### config.mk
export PLATFORM = sky130hd
export DESIGN_NAME = hazard_ctrl
export DESIGN_NICKNAME = d
export VERILOG_FILES = /design/src/rtl/pipe_pkg.sv /design/src/rtl/hazard_fwd_sel.sv /design/src/rtl/hazard_ctrl.sv
export SDC_FILE = /design/constraint.sdc
export NUM_CORES = 1
export LEC_CHECK = 0
export CORE_UTILIZATION = 54
export DETAILED_ROUTE_END_ITERATION = 8
export PLACE_DENSITY = 0.86
export SLEW_MARGIN = 20
export SYNTH_ARGS = -nofsm -noshare
export SYNTH_HDL_FRONTEND = slang
export SYNTH_SLANG_ARGS = --single-unit
### constraint.sdc
create_clock -name clk -period 2.3 [get_ports clk]
set_input_delay 0.345 -clock clk [delete_from_list [all_inputs] [get_ports clk]]
set_output_delay 0.345 -clock clk [all_outputs]
set_load 0.02 [all_outputs]
### src/rtl/pipe_pkg.sv
// Shared types for the pipeline hazard unit: per-stage destination tag and
// the EX operand forward-select encoding.
package pipe_pkg;

  localparam logic [1:0] RESULT_SRC_LOAD = 2'b01;

  // Shadow tag kept for each of the E, M and W stages
  typedef struct packed {
    logic       reg_write;
    logic       is_load;
    logic [4:0] rd;
    logic [4:0] rs1;
    logic [4:0] rs2;
  } hz_tag_t;

  typedef enum logic [1:0] {
    FWD_RF = 2'b00,
    FWD_W  = 2'b01,
    FWD_M  = 2'b10
  } fwd_sel_t;

  localparam hz_tag_t HZ_BUBBLE = '0;

endpackage

### src/rtl/hazard_fwd_sel.sv
// Forward select for one EX operand: picks the youngest older writer of rs.
module hazard_fwd_sel
  import pipe_pkg::*;
(
  input  logic [4:0] rs,
  input  logic       m_we,
  input  logic [4:0] m_rd,
  input  logic       w_we,
  input  logic [4:0] w_rd,
  output fwd_sel_t   sel
);

  // M is younger than W, so it wins; x0 is never a forward source
  always_comb begin
    sel = FWD_RF;
    if (m_we && (m_rd != 5'd0) && (m_rd == rs))
      sel = FWD_M;
    else if (w_we && (w_rd != 5'd0) && (w_rd == rs))
      sel = FWD_W;
  end

endmodule

### src/rtl/hazard_ctrl.sv
// Hazard unit: load-use stall, branch flush, mem-wait freeze, EX forwarding
// and a sticky watchdog on long data-memory waits.
module hazard_ctrl
  import pipe_pkg::*;
#(
  parameter int         MAX_WAIT = 16,
  parameter logic [1:0] LOAD_SRC = RESULT_SRC_LOAD
) (
  input  logic       clk,
  input  logic       rst_n,
  input  logic [4:0] rs1_d,
  input  logic [4:0] rs2_d,
  input  logic [4:0] rd_d,
  input  logic       reg_write_d,
  input  logic [1:0] result_src_d,
  input  logic       pc_src_e,
  input  logic       mem_ready_m,
  output logic       stall_f,
  output logic       stall_d,
  output logic       flush_d,
  output logic       flush_e,
  output logic       freeze,
  output logic [1:0] forward_a_e,
  output logic [1:0] forward_b_e,
  output logic       wait_timeout
);

  localparam int         NUM_OPS = 2;
  localparam logic [7:0] MAX_W8  = 8'(MAX_WAIT);

  hz_tag_t tag_d, tag_e, tag_m, tag_w;
  logic    mem_wait, load_use, flush_e_raw;
  logic [7:0] wait_cnt, wait_inc;

  logic [NUM_OPS-1:0][4:0] rs_e;
  fwd_sel_t [NUM_OPS-1:0]  fwd_sel;

  assign tag_d = '{reg_write: reg_write_d,
                   is_load:   (result_src_d == LOAD_SRC),
                   rd:        rd_d,
                   rs1:       rs1_d,
                   rs2:       rs2_d};

  assign mem_wait = ~mem_ready_m;
  assign load_use = tag_e.is_load && tag_e.reg_write && (tag_e.rd != 5'd0) &&
                    ((tag_e.rd == rs1_d) || (tag_e.rd == rs2_d));
  // Memory wait wins: EX is frozen, so a pending redirect re-presents later
  assign flush_e_raw = (load_use || pc_src_e) && !mem_wait;

  // Outputs are forced quiet while reset is held
  always_comb begin
    stall_f     = 1'b0;
    stall_d     = 1'b0;
    flush_d     = 1'b0;
    flush_e     = 1'b0;
    freeze      = 1'b0;
    forward_a_e = FWD_RF;
    forward_b_e = FWD_RF;
    if (rst_n) begin
      stall_f     = load_use || mem_wait;
      stall_d     = load_use || mem_wait;
      flush_d     = pc_src_e && !mem_wait;
      flush_e     = flush_e_raw;
      freeze      = mem_wait;
      forward_a_e = fwd_sel[0];
      forward_b_e = fwd_sel[1];
    end
  end

  // Shadow tag shift register; holds entirely while memory stalls
  always_ff @(posedge clk or negedge rst_n) begin
    if (!rst_n) begin
      tag_e <= HZ_BUBBLE;
      tag_m <= HZ_BUBBLE;
      tag_w <= HZ_BUBBLE;
    end else if (!mem_wait) begin
      tag_w <= tag_m;
      tag_m <= tag_e;
      tag_e <= flush_e_raw ? HZ_BUBBLE : tag_d;
    end
  end

  assign rs_e = {tag_e.rs2, tag_e.rs1};

  genvar gi;
  generate
    for (gi = 0; gi < NUM_OPS; gi++) begin : g_fwd
      hazard_fwd_sel u_fwd (
        .rs   (rs_e[gi]),
        .m_we (tag_m.reg_write),
        .m_rd (tag_m.rd),
        .w_we (tag_w.reg_write),
        .w_rd (tag_w.rd),
        .sel  (fwd_sel[gi])
      );
    end
  endgenerate

  // Saturating increment; wrap to 0 at 0xFF never matches a legal MAX_WAIT
  assign wait_inc = wait_cnt + 8'd1;

  // Watchdog: count consecutive wait cycles, latch timeout until reset
  always_ff @(posedge clk or negedge rst_n) begin
    if (!rst_n) begin
      wait_cnt     <= 8'd0;
      wait_timeout <= 1'b0;
    end else if (mem_wait) begin
      if (wait_cnt != 8'hFF) wait_cnt <= wait_inc;
      if (wait_inc == MAX_W8) wait_timeout <= 1'b1;
    end else begin
      wait_cnt <= 8'd0;
    end
  end

  // Tag fields that only matter in other stages
  logic unused_tag_bits;
  assign unused_tag_bits = ^{tag_m.is_load, tag_m.rs1, tag_m.rs2,
                             tag_w.is_load, tag_w.rs1, tag_w.rs2};

endmodule

==> results.toml <==
[status]
outcome = "finished clean"

[detailed_routing]
wire_per_inst_um = 17.6
wirelength_um = 5890
drc_errors = 0
drt_iter0_drc = 135
post_drt_via_cell_ratio = 5.88
wl_met3_um = 305
ant_nets = 0
vias = 1971
wl_met2_um = 3040
top_layer = "met4"
wl_met1_um = 2440
dr.pass1.iters = 4

[timing]
fin_skew_ps = 10.4
worst-slew-pin-transition_ps = 333
timing.fmax_mhz = 440
setup_viol = 0
period_minus_slack_ps = 2270
period_share_pct = 98.8
rsz0062_at_grt = "true"
hold_viol = 0
slew_violations = 0
slew_headroom_pct = 77.8

[logic_synthesis]
synth_area_um2 = 2270
synthArstFlopShare_pct = 100
synth.largest_area_cell = "dfrtp_1"
synthTopCellsByArea = "dfrtp_1 42%, xnor2_1 7.3%, xor2_1 6.6%"
synth_edf_count = 0
syn_inst = 225
yosysWarningCount = 0
synth_top_cell_area_share_pct = 41.9
synth_seq_cells = 38
ys_types = 43
ys_seq_area_share_pct = 41.9
syn_nets = 249
syn_area_per_cell_um2 = 10.1
ys.flop_type = "dfrtp_1"

[clock_network]
cts_tree = "built"
cts_root_buf = "clkbuf_8"
cts.sinks = 38
clockBufferDepth = 2
htree_levels = 2
clk_latency_ps = 290
clk_pin_slew_ps = 70
cts_made_buffers = 5

[run]
maxCapViolCount = 0

[placed_design]
dpl-instance-area_um2 = 2780
dp.cells = 321
port-buffer-count = 31
gp_congestion = 0.897
hpwl_um = 4010

[layout]
fill_cells = 276
num_antenna_cells = 0
mostFrequentLayoutCells = "36 x dfrtp_1, 34 x buf_4, 23 x clkdlybuf4s50_1"
area_growth_pct = 29.8
seqCellArea_um2 = 953
layout_commonest_cell = "dfrtp_1"
utilization_pct = 73.1
fin_cells = 335
multi_input_comb_area_um2 = 1290
nets = 308
postLayoutCellArea_um2 = 2950
drive_gt1_share_pct = 29.1

[floorplan]
die-height_um = 66.8
die_w_um = 66.8
dieArea_um2 = 4470
core_area_um2 = 4030
pin_count = 32
start_util_pct = 56.3
rows = 23

[global_route]
grt_pass1_vias = 2000
grt-ovfl-total = 0
grt_pass1_wl_um = 9690
grt_max_degree = 21
antenna_found_initial = 0
grt_use_total_pct = 29.6

[critical_path]
endpoint_kind = "primary output"
crit_fanout = 2
r2r-end = "rs_e[9]$_DFFE_PN0P_"
path_class = "register to primary output"
rr_worst_depth = 6
cp_data_required_time_ps = 1960
r2r-start = "tag_e[11]$_DFFE_PN0P_"
arrival_ps = 1930
cp-start-kind = "register"
r2r_slack_ps = 390

[hold_path]
hold_class = "input pin to asynchronous set/reset pin"

[power_and_ir_drop]
leakage_nw = 1.32
power_density_nw_per_um2 = 652
peakVddDrop_mv = 0.464
[repair_timing]
action,4_1_cts,5_1_grt
setup endpoints to repair,7,7
pin swaps,0,6
hold buffers,1,0
hold endpoints to repair,4,0
gates resized for setup,31,10
buffers inserted,3,2
[layout make-up]
cell class,instances,area share (%)
clock buffer,7,2.93
timing repair buffer,65,18.1
tap,50,2.12
multi-input combinational,171,43.9
clock inverter,1,0.170
inverter,3,0.382
sequential,38,32.4
[sequential cells by signal (all words and copies together) (netlist names)]
signal        flops
rs_e             10
tag_e             7
tag_m             6
tag_w             6
wait_cnt          8
wait_timeout      1
[where the power goes]
part	internal [mW]	switching, mW	total (mW)
Combinational	0.321	0.266	0.586
Sequential	0.755	0.108	0.863
Clock	0.242	0.230	0.472
Total	1.32	0.604	1.92
[routing by layer]
| layer | vias to the layer above | global-route usage (%) |
|---|---|---|
| li1 | 928 | - |
| met1 | 959 | 36.1 |
| met2 | 74 | 49.9 |
| met3 | 10 | 7.19 |
| met4 | 0 | 11.7 |
| met5 | - | 0 |
[metrics by stage]
step	power, mW	TNS (ps)	setup WS (ps)	hold slack, ps
floorplan	1.15	0	30.6	49.4
global placement	1.36	-1310	-409	281
finish	1.92	0	27.3	180
detailed placement	1.39	-1390	-400	284
CTS	1.88	0	4.14	170
global route	2.02	-132	-66.4	184
[critical path: stages (launching register included)]
cell	delay, ps
dfrtp_1	400
or4_4	530
o21ai_4	160
nor4_2	70
nor4_1	270
buf_2	210
[worst max-delay path by stage]
stage,cells past startpoint,startpoint,end
global placement,6,rs1_d[4],flush_e
global route,6,tag_m[14]$_DFFE_PN0P_,forward_a_e[1]
floorplan,4,tag_m[10]$_DFFE_PN0P_,forward_a_e[0]
CTS,5,tag_m[13]$_DFFE_PN0P_,forward_b_e[0]
detailed placement,6,rs1_d[0],flush_e
finish,5,tag_m[13]$_DFFE_PN0P_,forward_b_e[0]
[cell families after synthesis]
kind of cell,after synthesis,share of synthesized area [%]
AO/OA/AOI/OAI,52,18.2
XOR/XNOR,36,13.9
adder cells (fa/ha/maj),2,1.10
buffers and inverters,16,3.53
flip-flops,38,41.9
multiplexers,13,6.39
AND/OR/NAND/NOR,68,15.0
[cell usage after synthesis, types with 2 or more instances]
library cell and instances:
xor2_1 17, a21bo_2 9, nor3b_1 2, nor4_1 4
ha_1 2, clkbuf_1 9, and3_1 3, o21ai_0 8
dfrtp_1 38, nor2b_1 2, o211ai_1 2, nor2_1 15
o22ai_1 2, xnor2_1 19, nand3_1 9, nand2_1 20
or4_1 4, a21oi_1 5, inv_1 2, a32oi_1 7
a22oi_1 9, and2_1 4, mux2_2 12, buf_4 2
No activity file was read; power rests on OpenSTA's default activity.
